--- config.mk ---
export PLATFORM = sky130hd
export DESIGN_NAME = alu_uart_ctrl
export DESIGN_NICKNAME = d
export VERILOG_FILES = /design/src/rtl/alu_uart_pkg.sv /design/src/rtl/rx_timeout_counter.sv /design/src/rtl/alu_uart_ctrl.sv
export SDC_FILE = /design/constraint.sdc
export NUM_CORES = 1
export LEC_CHECK = 0
export ABC_CLOCK_PERIOD_IN_PS = 1380
export BUFFER_PORTS_ARGS = -buffer_cell sky130_fd_sc_hd__buf_2
export CORE_UTILIZATION = 45
export DETAILED_ROUTE_END_ITERATION = 16
export HOLD_SLACK_MARGIN = 0.12
export PLACE_DENSITY = 0.75
export SLEW_MARGIN = 10
export SYNTH_ARGS = -nofsm -noshare
export SYNTH_HDL_FRONTEND = slang
export SYNTH_SLANG_ARGS = --single-unit
--- constraint.sdc ---
create_clock -name i_clock -period 1.38 [get_ports i_clock]
set_input_delay 0.207 -clock i_clock [delete_from_list [all_inputs] [get_ports i_clock]]
set_output_delay 0.207 -clock i_clock [all_outputs]
set_load 0.02 [all_outputs]
--- src/rtl/alu_uart_pkg.sv ---
// Shared definitions for the UART <-> ALU sequencing controller:
// one-hot state codes and default widths and timeout.
package alu_uart_pkg;

   localparam int DEF_DATA_WIDTH     = 8;
   localparam int DEF_OP_WIDTH       = 6;
   localparam int DEF_TIMEOUT_CYCLES = 1000000;

   localparam logic [5:0] IDLE_CODE    = 6'b000001;
   localparam logic [5:0] WAIT_B_CODE  = 6'b000010;
   localparam logic [5:0] WAIT_OP_CODE = 6'b000100;
   localparam logic [5:0] EXEC_CODE    = 6'b001000;
   localparam logic [5:0] SEND_CODE    = 6'b010000;
   localparam logic [5:0] WAIT_TX_CODE = 6'b100000;

   typedef enum logic [5:0] {
      IDLE    = IDLE_CODE,
      WAIT_B  = WAIT_B_CODE,
      WAIT_OP = WAIT_OP_CODE,
      EXEC    = EXEC_CODE,
      SEND    = SEND_CODE,
      WAIT_TX = WAIT_TX_CODE
   } state_t;

endpackage

--- src/rtl/rx_timeout_counter.sv ---
// Inter-byte timeout counter: counts while enabled, clears on request,
// flags expiry when the count reaches TIMEOUT_CYCLES-1.
import alu_uart_pkg::*;

module rx_timeout_counter #(
   parameter int TIMEOUT_CYCLES = DEF_TIMEOUT_CYCLES
) (
   input  logic clock,
   input  logic reset,
   input  logic clear,
   input  logic count_en,
   output logic expire
);

   localparam int CW = (TIMEOUT_CYCLES > 1) ? $clog2(TIMEOUT_CYCLES) : 1;
   localparam logic [CW-1:0] LAST = CW'(TIMEOUT_CYCLES - 1);

   logic [CW-1:0] count;

   // Count register; clear has priority over counting.
   always_ff @(posedge clock) begin
      if (reset) begin
         count <= {CW{1'b0}};
      end else if (clear) begin
         count <= {CW{1'b0}};
      end else if (count_en) begin
         count <= count + CW'(1);
      end else begin
         count <= count;
      end
   end

   assign expire = count_en && (count == LAST);

endmodule

--- src/rtl/alu_uart_ctrl.sv ---
// Sequencer gathering A, B and opcode bytes from the UART receiver, sampling
// the ALU result and launching the transmitter. Optional inter-byte timeout
// is enabled by defining ALU_UART_CTRL_TIMEOUT_EN.
import alu_uart_pkg::*;

module alu_uart_ctrl #(
   parameter int DATA_WIDTH     = DEF_DATA_WIDTH,
   parameter int OP_WIDTH       = DEF_OP_WIDTH,
   parameter int TIMEOUT_CYCLES = DEF_TIMEOUT_CYCLES
) (
   input  logic                  i_clock,
   input  logic                  i_reset,
   input  logic                  i_rx_done,
   input  logic [DATA_WIDTH-1:0] i_rx_data,
   input  logic [DATA_WIDTH-1:0] i_alu_result,
   input  logic                  i_tx_done,
   output logic [DATA_WIDTH-1:0] o_alu_a,
   output logic [DATA_WIDTH-1:0] o_alu_b,
   output logic [OP_WIDTH-1:0]   o_alu_op,
   output logic                  o_tx_start,
   output logic [DATA_WIDTH-1:0] o_tx_data,
   output logic                  o_busy,
   output logic                  o_timeout
);

   state_t state;
   state_t state_next;
   logic   collecting;
   logic   expire;

   assign collecting = (state == WAIT_B) || (state == WAIT_OP);

`ifdef ALU_UART_CTRL_TIMEOUT_EN
   logic timed_out;

   rx_timeout_counter #(
      .TIMEOUT_CYCLES(TIMEOUT_CYCLES)
   ) u_timeout (
      .clock   (i_clock),
      .reset   (i_reset),
      .clear   (!collecting || i_rx_done),
      .count_en(collecting),
      .expire  (expire)
   );

   // A byte arriving in the expiry cycle wins over the timeout.
   assign timed_out = collecting && expire && !i_rx_done;

   // One-cycle pulse when a partial frame is abandoned.
   always_ff @(posedge i_clock) begin
      if (i_reset) begin
         o_timeout <= 1'b0;
      end else begin
         o_timeout <= timed_out;
      end
   end
`else
   assign expire    = 1'b0;
   assign o_timeout = 1'b0;
`endif

   // State register.
   always_ff @(posedge i_clock) begin
      if (i_reset) begin
         state <= IDLE;
      end else begin
         state <= state_next;
      end
   end

   // Next-state decode; illegal encodings recover to IDLE.
   always_comb begin
      state_next = IDLE;
      case (state)
         IDLE: begin
            if (i_rx_done) state_next = WAIT_B;
            else           state_next = IDLE;
         end
         WAIT_B: begin
            if (i_rx_done)   state_next = WAIT_OP;
            else if (expire) state_next = IDLE;
            else             state_next = WAIT_B;
         end
         WAIT_OP: begin
            if (i_rx_done)   state_next = EXEC;
            else if (expire) state_next = IDLE;
            else             state_next = WAIT_OP;
         end
         EXEC:    state_next = SEND;
         SEND:    state_next = WAIT_TX;
         WAIT_TX: begin
            if (i_tx_done) state_next = IDLE;
            else           state_next = WAIT_TX;
         end
         default: state_next = IDLE;
      endcase
   end

   // Datapath registers and registered status decodes.
   always_ff @(posedge i_clock) begin
      if (i_reset) begin
         o_alu_a    <= {DATA_WIDTH{1'b0}};
         o_alu_b    <= {DATA_WIDTH{1'b0}};
         o_alu_op   <= {OP_WIDTH{1'b0}};
         o_tx_data  <= {DATA_WIDTH{1'b0}};
         o_tx_start <= 1'b0;
         o_busy     <= 1'b0;
      end else begin
         case (state)
            IDLE:    if (i_rx_done) o_alu_a  <= i_rx_data;
            WAIT_B:  if (i_rx_done) o_alu_b  <= i_rx_data;
            WAIT_OP: if (i_rx_done) o_alu_op <= i_rx_data[OP_WIDTH-1:0];
            EXEC:    o_tx_data <= i_alu_result;
            default: begin
            end
         endcase
         o_tx_start <= (state_next == SEND);
         o_busy     <= (state_next != IDLE);
      end
   end

endmodule
==> results.yml, run 1 <==
placement:
  place.detailed.instances: 279
  preCtsSetupSlack_ns: -0.0424
  post-dp-hpwl_um: 2700
  gp_routability_congestion: 0.797
  place_area_sq_mm: 0.00201
  buffer_ports.inserted: 51
layout:
  antenna-diode-count: 0
  drive_gt1_frac: 0.392
  post-route-cell-area_sq_mm: 0.00220
  fillerInstances: 307
  stdcell_count: 291
  syn_to_final_growth_pct: 32.3
  final_net_count: 266
power:
  net-switching-power_mw: 0.537
  pwr-share-comb: 0.119
  switching_share: 0.250
  static-leakage-power_nw: 0.938
  power_frac_seq: 0.531
  cell_internal_pwr_mw: 1.62
  design_power_total_mw: 2.15
  clock_network_fraction_of_total_power: 0.349
  powerDensity_mw_per_mm2: 978
  vdd_drop_max_v: 0.000626
clock_tree:
  cts_root_buf: "clkbuf_8"
  cts.sink_count: 38
  cts.reportedPaths.clkPinSlew_ns: 0.07
  cts_hold_buf: 0
  numCtsBuffers: 5
  clockBufferDepth: 2
  clock_tree_from_tritoncts: "built"
  insertion_delay_ns: 0.29
  cts-htree-levels: 2
logic_synthesis:
  post_synth_inst_count: 188
  ys_warn_count: 0
  ys_async_sr_fraction: 0
  yosys_reg_bits: 38
  synth_nets: 208
  yosys.cell_types.count: 36
  syn-cell-area_sq_mm: 0.00166
  seq_area_frac_synth: 0.457
  syn-mean-instance-area_sq_um: 8.85
  synth_enable_flop_cells: 0
  synth-main-ff-cell: "dfxtp_1"
global_route:
  grt_first_pass_wirelength_um: 6640
  grt-ovfl-total: 0
  grt_util_all_layers: 0.219
  antenna_found_initial: 0
  first_global_vias: 1444
  maximum_number_of_pins_on_one_net_before_global_route_repair: 38
detailed_routing:
  detail-route-antenna-nets: 0
  dr_total_vias: 1599
  drt_iter0_drc: 82
  totalWireLength_um: 4490
  routed_wire_length_per_instance_um: 15.4
  drt-vias-per-instance: 5.49
  drt_pass1_iterations: 4
  drc: 0
floorplan:
  chipHeight_um: 62.8
  floorplan.core_area_sq_mm: 0.00344
  die_area_sq_mm: 0.00395
  initial_standard_cell_utilization_of_the_core: 0.483
  die_w_um: 62.8
  std_cell_rows: 21
  io_pins: 53
timing:
  finClkSkew_ns: 0.00704
  grt_setup_unrepaired: "true"
  period_share: 0.983
  setup_viol: 0
  worst-slew-pin-transition_ns: 0.622
  finalWorstPathRequiredPeriod_ns: 1.36
  max_freq_mhz: 737
  hold_slack_ns: 0.163
  slew_viol_final: 0
  timing.max_slew.rel_slack: 0.585
  hold_viol: 0
  fin_ws_ns: 0.0237
flow_run:
  cap_violations: 0
hold_path:
  hold_path.class: "in2reg"
setup_path:
  critical_path.startpoint_type: "register"
  crit_required_ns: 1.56
  worst_endpoint_data_arrival_time_ns: 1.54
  critical_path.max_fanout: 10
  capturing_element_type_of_the_critical_path: "register"
  timing.setup.critical_path_class: "reg2reg"
outcome:
  status: "completed"
[stage by stage]
step,setup TNS (ns),utilization
6_report,0,0.639
5_1_grt,-0.365,0.639
4_1_cts,-0.0255,0.609
3_5_place_dp,-0.274,0.583
3_3_place_gp,-0.0371,0.583
2_1_floorplan,-1.22,-
[layout by cell type, fill, tap and decap left out]
cell,synthesis,final
nand2b_1,13,13
dfxtp_1,38,32
o211ai_1,1,1
nand3b_1,1,1
and3b_1,2,2
buf_6,2,2
nor3b_1,1,1
nand3_1,25,25
nor3_1,3,3
clkbuf_8,0,6
dfxtp_2,0,4
and2b_1,1,1
or4b_4,0,1
nor4_4,1,2
a311o_1,1,1
clkbuf_16,0,1
o21ai_0,16,3
a22oi_2,0,1
buf_4,2,15
and4b_1,1,1
nand2_1,3,3
nor2_1,5,5
a21oi_2,0,1
xor2_1,1,1
nor3_2,1,1
a311oi_1,1,1
inv_1,1,1
a21oi_1,25,24
o21ai_2,0,2
or4_4,1,4
mux2i_1,7,7
o21ai_1,9,20
or3_1,1,1
buf_2,8,51
dfxtp_4,0,2
buf_12,0,2
nand3b_4,1,1
nor2b_1,1,1
conb_1,1,1
[synthesized netlist by cell type, types with 2 or more instances]
cell type / n / share of area
buf_4: 2 / 0.0090
o21ai_0: 16 / 0.048
nor2_1: 5 / 0.011
a21oi_1: 25 / 0.075
nand3_1: 25 / 0.075
and3b_1: 2 / 0.011
buf_6: 2 / 0.014
clkbuf_1: 9 / 0.020
nand2_1: 3 / 0.0068
nor3_1: 3 / 0.0090
mux2i_1: 7 / 0.042
buf_2: 8 / 0.024
nand2b_1: 13 / 0.049
o21ai_1: 9 / 0.027
dfxtp_1: 38 / 0.46
[sequential cells by signal, indices dropped and copies added, names as in the netlist]
register    count
o_alu_op        6
state           6
o_tx_start      1
o_busy          1
o_tx_data       8
o_alu_b         8
o_alu_a         8
[cell families (layout without fill, tap and decap cells)]
group           after synthesis  in the layout  share of synthesized area
mux                           7              7                     0.0421
buf+inv                      23             78                     0.0782
xor+xnor                      1              1                    0.00526
compound gates               54             54                      0.171
simple gates                 64             66                      0.244
flops                        38             38                      0.457
other cells                   1              1                    0.00225
[area by class of cell]
class | instances | area, sq um | share of cell area
clock buffers | 6 | 82.6 | 0.0375
inverters | 1 | 3.75 | 0.00171
multi-input cells | 129 | 828 | 0.376
flip-flops and latches | 38 | 773 | 0.351
well taps | 46 | 57.6 | 0.0262
repair buffers | 71 | 455 | 0.207
[power by group through the flow]
stage,clock [mW],combinational (mW),sequential [mW]
final,0.752,0.257,1.14
after CTS,0.771,0.245,1.15
after floorplan,0,0.139,1.18
after global routing,0.826,0.278,1.15
after global placement,0,0.240,1.17
after detailed placement,0,0.244,1.17
[timing repair]
action                     in CTS  in global routing
setup buffers                   0                  3
gates resized for setup         7                 15
gates cloned                    0                  3
setup endpoints to repair      13                 27
pin swaps                       1                  4
[routing by layer]
| layer | GRT usage | part of all wire |
|---|---|---|
| met5 | 0 | 0 |
| met1 | 0.284 | 0.44 |
| met2 | 0.332 | 0.48 |
| met3 | 0.0693 | 0.072 |
| met4 | 0.0988 | 0.014 |
[worst max-delay path, stage by stage (launching register included)]
cell,delay (ns)
dfxtp_4,0.38
or4_4,0.63
o21ai_1,0.16
a21oi_1,0.08
[worst paths after layout]
| path | startpoint | endpoint | slack [ns] | depth (start not counted) |
|---|---|---|---|---|
| max | state[5]$_SDFF_PP0_ | o_tx_data[1]$_SDFFE_PP0N_ | 0.02 | 3 |
| min | i_alu_result[7] | o_tx_data[7]$_SDFFE_PP0N_ | 0.16 | 3 |
| max reg2reg | state[5]$_SDFF_PP0_ | o_tx_data[1]$_SDFFE_PP0N_ | 0.02 | 3 |
| min reg2reg | o_tx_data[7]$_SDFFE_PP0N_ | o_tx_data[7]$_SDFFE_PP0N_ | 0.46 | 2 |
Note: power is estimated with default switching activity, not from simulation.
==> run 2, diff against run 1 <==
- ABC_AREA: default -> 1
- CORE_UTILIZATION: 45 -> 44
- PLACE_DENSITY: 0.75 -> 0.74
==> run 2 against run 1 <==
Clock power is 30% higher; design area is 7.2% lower; die area is 5.6% lower; critical endpoint is now o_alu_a[7]$_SDFFE_PP0P_; largest power group unchanged; via count is 7.7% lower; count of clock-buffer cells in the layout stayed put; power is 15% higher; first-iteration DRC count is 43% lower; critical path depth is 6 higher.
==> results.yml, run 2 <==
outcome:
  status: "completed"
clock_tree:
  cts-htree-levels: 2
  numCtsBuffers: 5
  cts.sink_count: 38
  clockBufferDepth: 2
  cts_root_buf: "clkbuf_4"
  clock_tree_from_tritoncts: "built"
  insertion_delay_ns: 0.35
  cts.reportedPaths.clkPinSlew_ns: 0.11
setup_path:
  critical_path.startpoint_type: "register"
  timing.setup.critical_path_class: "reg2reg"
  capturing_element_type_of_the_critical_path: "register"
  critical_path.max_fanout: 17
  worst_endpoint_data_arrival_time_ns: 1.52
  crit_required_ns: 1.63
floorplan:
  std_cell_rows: 21
  die_w_um: 61.0
  chipHeight_um: 61.0
  io_pins: 53
  die_area_sq_mm: 0.00372
  initial_standard_cell_utilization_of_the_core: 0.459
  floorplan.core_area_sq_mm: 0.00334
detailed_routing:
  drt-vias-per-instance: 4.57
  detail-route-antenna-nets: 0
  drc: 0
  routed_wire_length_per_instance_um: 10.2
  totalWireLength_um: 3290
  dr_total_vias: 1476
  drt_pass1_iterations: 4
  drt_iter0_drc: 47
timing:
  finClkSkew_ns: 0.0159
  period_share: 0.916
  hold_viol: 0
  finalWorstPathRequiredPeriod_ns: 1.26
  fin_ws_ns: 0.116
  setup_viol: 0
  slew_viol_final: 0
  max_freq_mhz: 791
layout:
  layout.area.seq_sq_um: 761
  final_net_count: 296
  antenna-diode-count: 0
  mostFrequentLayoutCell: "nor2_1"
  drive_gt1_frac: 0.296
  fillerInstances: 339
  multi_input_combinational_cell_area_sq_um: 662
  biggest_registers_after_layout: "o_alu_a x8, o_alu_b x8, o_tx_data x8"
  leading_cell_types_in_the_layout_fill_and_taps_excluded: "nor2_1, buf_2, nand2_1"
  syn_to_final_growth_pct: 33.2
logic_synthesis:
  synth_area_leaders: "dfxtp_1, nor2_1, nand2_1"
  portion_of_netlist_area_occupied_by_mux_cells: 0
  synthesized_area_fraction_occupied_by_ao_oa_aoi_and_oai_cells: 0.0620
  netlist_top_cells_count: "nor2_1, nand2_1, dfxtp_1"
  syn-cell-area_sq_mm: 0.00153
  yosys_reg_bits: 38
  synth_xor_xnor_area_share: 0
  synthMostInstantiatedCell: "nor2_1"
  syn-mean-instance-area_sq_um: 7.20
  synth_enable_flop_cells: 0
  post_synth_inst_count: 213
  synthDominantAreaCellType: "dfxtp_1"
  yosys.area.top_type_share: 0.496
  seq_area_frac_synth: 0.496
  yosys.cell_types.count: 20
  ys_warn_count: 0
  synth-main-ff-cell: "dfxtp_1"
  combinational_family_with_the_most_area_after_synthesis: "simple AND/OR/NAND/NOR gates"
  synth-adder-area-share: 0
  synth-simple-area-share: 0.366
  synth_nets: 233
  ys_async_sr_fraction: 0
global_route:
  grt_util_all_layers: 0.196
  first_global_vias: 1276
  antenna_found_initial: 0
  maximum_number_of_pins_on_one_net_before_global_route_repair: 24
  grt_first_pass_wirelength_um: 5310
  grt-ovfl-total: 0
power:
  powerDensity_mw_per_mm2: 1210
  design_power_total_mw: 2.47
  static-leakage-power_nw: 1.01
  vdd_drop_max_v: 0.000574
placement:
  preCtsSetupSlack_ns: 0.0593
  gp_routability_congestion: 0.821
  buffer_ports.inserted: 51
  post-dp-hpwl_um: 2290
hold_path:
  hold_path.class: "in2reg"
flow_run:
  cap_violations: 0
## run 2: layer usage
metal | global-route usage | part of all wire | up-vias
met1 | 0.239 | 0.45 | 653
met2 | 0.315 | 0.47 | 40
met4 | 0.0812 | 0.023 | 0
met3 | 0.0672 | 0.050 | 8
li1 | - | - | 775
met5 | 0 | 0 | -
## run 2: logic make-up after synthesis
family	Yosys count
AND/OR/NAND/NOR	130
flip-flops	38
buffers and inverters	25
AO/OA/AOI/OAI	19
other	1
## run 2: through the flow
stage,TNS [ns],hold slack [ns],cells,util,cell area [sq um]
after CTS,0,0.121,321,0.603,2010
after global placement,0,0.447,308,0.555,1850
after global routing,-0.00692,0.126,323,0.612,2040
after floorplan,0,0.371,213,-,1530
after detailed placement,0,0.450,308,0.555,1850
final,0,0.123,323,0.612,2040
## run 2: path summary, 6_finish.rpt
path / slack (ns) / cells after the start / endpoint / from
setup / recovery: 0.12 / 9 / o_alu_a[7]$_SDFFE_PP0P_ / state[4]$_SDFF_PP0_
hold / removal: 0.12 / 3 / o_alu_op[5]$_SDFFE_PP0N_ / i_rx_data[5]
setup reg to reg: 0.12 / 9 / o_alu_a[7]$_SDFFE_PP0P_ / state[4]$_SDFF_PP0_
hold reg to reg: 0.46 / 2 / o_tx_data[0]$_SDFFE_PP0N_ / o_tx_data[0]$_SDFFE_PP0N_
## run 2: timing repair
item	4_1_cts	5_1_grt
gates resized for setup	0	3
setup buffers	0	2
setup endpoints to repair	0	14
endpoints found under the hold margin	5	0
hold buffers	5	0
## run 2: layout make-up
cell class,instances,area share
Clock inverter,2,0.0294
Clock buffer,6,0.0251
Tap cell,46,0.0282
Sequential cell,38,0.373
Timing Repair Buffer,63,0.187
Inverter,18,0.0331
Multi-Input combinational cell,150,0.324
## run 2: worst max-delay path: stages, from the launching register on
cell and delay [ns]:
dfxtp_1 0.35, inv_2 0.08, nand2_4 0.09, nor2_2 0.16, nand2_2 0.08, nor2_4 0.13, buf_12 0.14, nand2_1 0.05
nand2_1 0.05, nor2_1 0.04
## run 2: power breakdown
group          total, mW  internal (mW)  switching, mW
combinational      0.328          0.131          0.197
clock              0.977          0.614          0.363
sequential          1.16           1.14         0.0224
==> run 3, diff against run 2 <==
- CORE_ASPECT_RATIO: default -> 1.1
==> run 3 against run 2 <==
Worst hold slack gained 0.019 ns; die area hardly changed; combinational power grew 4%; sequential share of layout area decreased by 0.98 points; power up 0.93%; sequential cell count is the same; via count up 1.0%; clock skew about the same; design area up 2.7%; final cell count up 2.2%; largest cell class unchanged; highest routed layer unchanged.
==> results.yml, run 3 (same netlist as run 2, synthesis figures left out) <==
clock_tree:
  insertion_delay_ns: 0.35
  cts-htree-levels: 2
  cts.reportedPaths.clkPinSlew_ns: 0.13
  cts_root_buf: "clkbuf_4"
  clock_tree_from_tritoncts: "built"
  cts.sink_count: 38
  clockBufferDepth: 2
  numCtsBuffers: 5
global_route:
  antenna_found_initial: 0
  first_global_vias: 1355
  maximum_number_of_pins_on_one_net_before_global_route_repair: 24
  grt_first_pass_wirelength_um: 5440
  grt_util_all_layers: 0.197
  grt-ovfl-total: 0
setup_path:
  critical-path-slowest-cell: "dfxtp_1"
  capturing_element_type_of_the_critical_path: "register"
  r2r-end: "o_alu_a[1]$_SDFFE_PP0P_"
  crit_path_frequent_cell: "nand2_1"
  timing.setup.critical_path_class: "reg2reg"
  critical_path.max_fanout: 16
  worst_endpoint_data_arrival_time_ns: 1.51
  worstPathCellList: "inv_1 -> nand2_1 -> nor2_2 -> nand2_2 -> nor2_4 -> buf_12 -> nand2_1 -> nand2_1 -> nor2_1"
  reg2reg_setup_slack_ns: 0.12
  critical_path.startpoint_type: "register"
  path_delay_family: "simple AND/OR/NAND/NOR gates"
  crit_required_ns: 1.63
  slowest_delay_ns: 0.35
  crit-reg2reg-launch: "state[2]$_SDFF_PP0_"
  number_of_buffer_and_inverter_stages_on_the_critical_path: 2
  worst_r2r_path_depth: 9
layout:
  mostFrequentLayoutCell: "nor2_1"
  antenna-diode-count: 0
  fillerInstances: 322
  stdcell_count: 330
  syn_to_final_growth_pct: 36.8
  biggest_registers_after_layout: "o_alu_a x8, o_alu_b x8, o_tx_data x8"
  leading_cell_types_in_the_layout_fill_and_taps_excluded: "nor2_1, buf_2, nand2_1"
  final_net_count: 301
  drive_gt1_frac: 0.287
floorplan:
  chipHeight_um: 63.9
  die_area_sq_mm: 0.00372
  io_pins: 53
  floorplan.core_area_sq_mm: 0.00333
  initial_standard_cell_utilization_of_the_core: 0.460
  die_w_um: 58.3
  std_cell_rows: 22
placement:
  gp_routability_congestion: 0.826
  post-dp-hpwl_um: 2270
  place.detailed.instances: 310
  buffer_ports.inserted: 51
detailed_routing:
  drt-vias-per-instance: 4.52
  dr_total_vias: 1491
  detail-route-antenna-nets: 0
  routed_wire_length_per_instance_um: 10.0
  drc: 0
  drt_pass1_iterations: 4
  totalWireLength_um: 3310
  drt_iter0_drc: 36
power:
  powerDensity_mw_per_mm2: 1190
  vdd_drop_max_v: 0.000610
  static-leakage-power_nw: 1.03
timing:
  hold_slack_ns: 0.141
  setup_tns_final_ns: 0
  period_share: 0.914
  hold_viol: 0
  max_freq_mhz: 793
  finalWorstPathRequiredPeriod_ns: 1.26
  finClkSkew_ns: 0.0155
  slew_viol_final: 0
  grt_setup_unrepaired: "false"
  setup_viol: 0
outcome:
  status: "completed"
hold_path:
  min-delay-start: "i_rx_data[0]"
  worstHoldPathCells: 3
  hold_path.class: "in2reg"
  end_of_the_worst_hold_path: "o_alu_op[0]$_SDFFE_PP0N_"
flow_run:
  cap_violations: 0
==> run 3: changes by cell type in the layout (fill, tap and decap cells not counted), sizes merged <==
cell / change
dlygate4sd3: +6
buf: -1
==> run 3: metal layers <==
| layer | track usage | vias to the layer above | share of wire |
|---|---|---|---|
| met5 | 0 | - | 0 |
| met4 | 0.0804 | 0 | 0.018 |
| met1 | 0.208 | 657 | 0.45 |
| li1 | - | 785 | - |
| met2 | 0.351 | 44 | 0.48 |
| met3 | 0.0668 | 5 | 0.055 |
==> run 3: layout make-up <==
type,count,area [sq um],share of cell area
clock inverters,2,60.1,0.0286
clock buffers,6,51.3,0.0245
inverters,18,67.6,0.0322
flip-flops and latches,38,761,0.363
repair buffers,68,435,0.208
well taps,48,60.1,0.0286
multi-input cells,150,662,0.316
==> run 3: worst min-delay path, cell delays in order <==
cell,delay [ns]
buf_2,0.09
o21ai_0,0.07
nor2_1,0.08
==> run 3: how the worst max path moves through the flow <==
stage / slack [ns] / endpoint / cells after the start / startpoint
after floorplan: 0.19 / o_alu_a[7]$_SDFFE_PP0P_ / 9 / state[4]$_SDFF_PP0_
after global placement: 0.12 / o_alu_op[4]$_SDFFE_PP0N_ / 8 / state[2]$_SDFF_PP0_
after detailed placement: 0.08 / o_alu_a[4]$_SDFFE_PP0P_ / 8 / state[4]$_SDFF_PP0_
after CTS: 0.06 / o_alu_a[1]$_SDFFE_PP0P_ / 8 / state[2]$_SDFF_PP0_
after global routing: 0.008 / o_alu_a[4]$_SDFFE_PP0P_ / 9 / state[3]$_SDFF_PP0_
final: 0.12 / o_alu_a[1]$_SDFFE_PP0P_ / 9 / state[2]$_SDFF_PP0_
==> run 3: where the power goes <==
part	leakage [nW]	internal, mW	switching [mW]
Sequential	0.309	1.14	0.0222
Clock	0.0585	0.614	0.373
Combinational	0.666	0.142	0.199
==> run 3: repair_timing <==
item | 4_1_cts | 5_1_grt
endpoints found under the hold margin | 11 | 0
resized for setup | 0 | 2
setup endpoints to repair | 0 | 14
buffers inserted | 0 | 1
hold buffers | 11 | 0
==> run 3: through the flow <==
step	power [mW]	setup WS (ns)	util	area, sq um
2_1_floorplan	1.39	0.192	-	1530
4_1_cts	2.49	0.0568	0.623	2070
3_3_place_gp	1.48	0.116	0.556	1850
6_report	2.49	0.118	0.630	2100
3_5_place_dp	1.49	0.0753	0.556	1850
5_1_grt	2.60	0.00757	0.630	2100
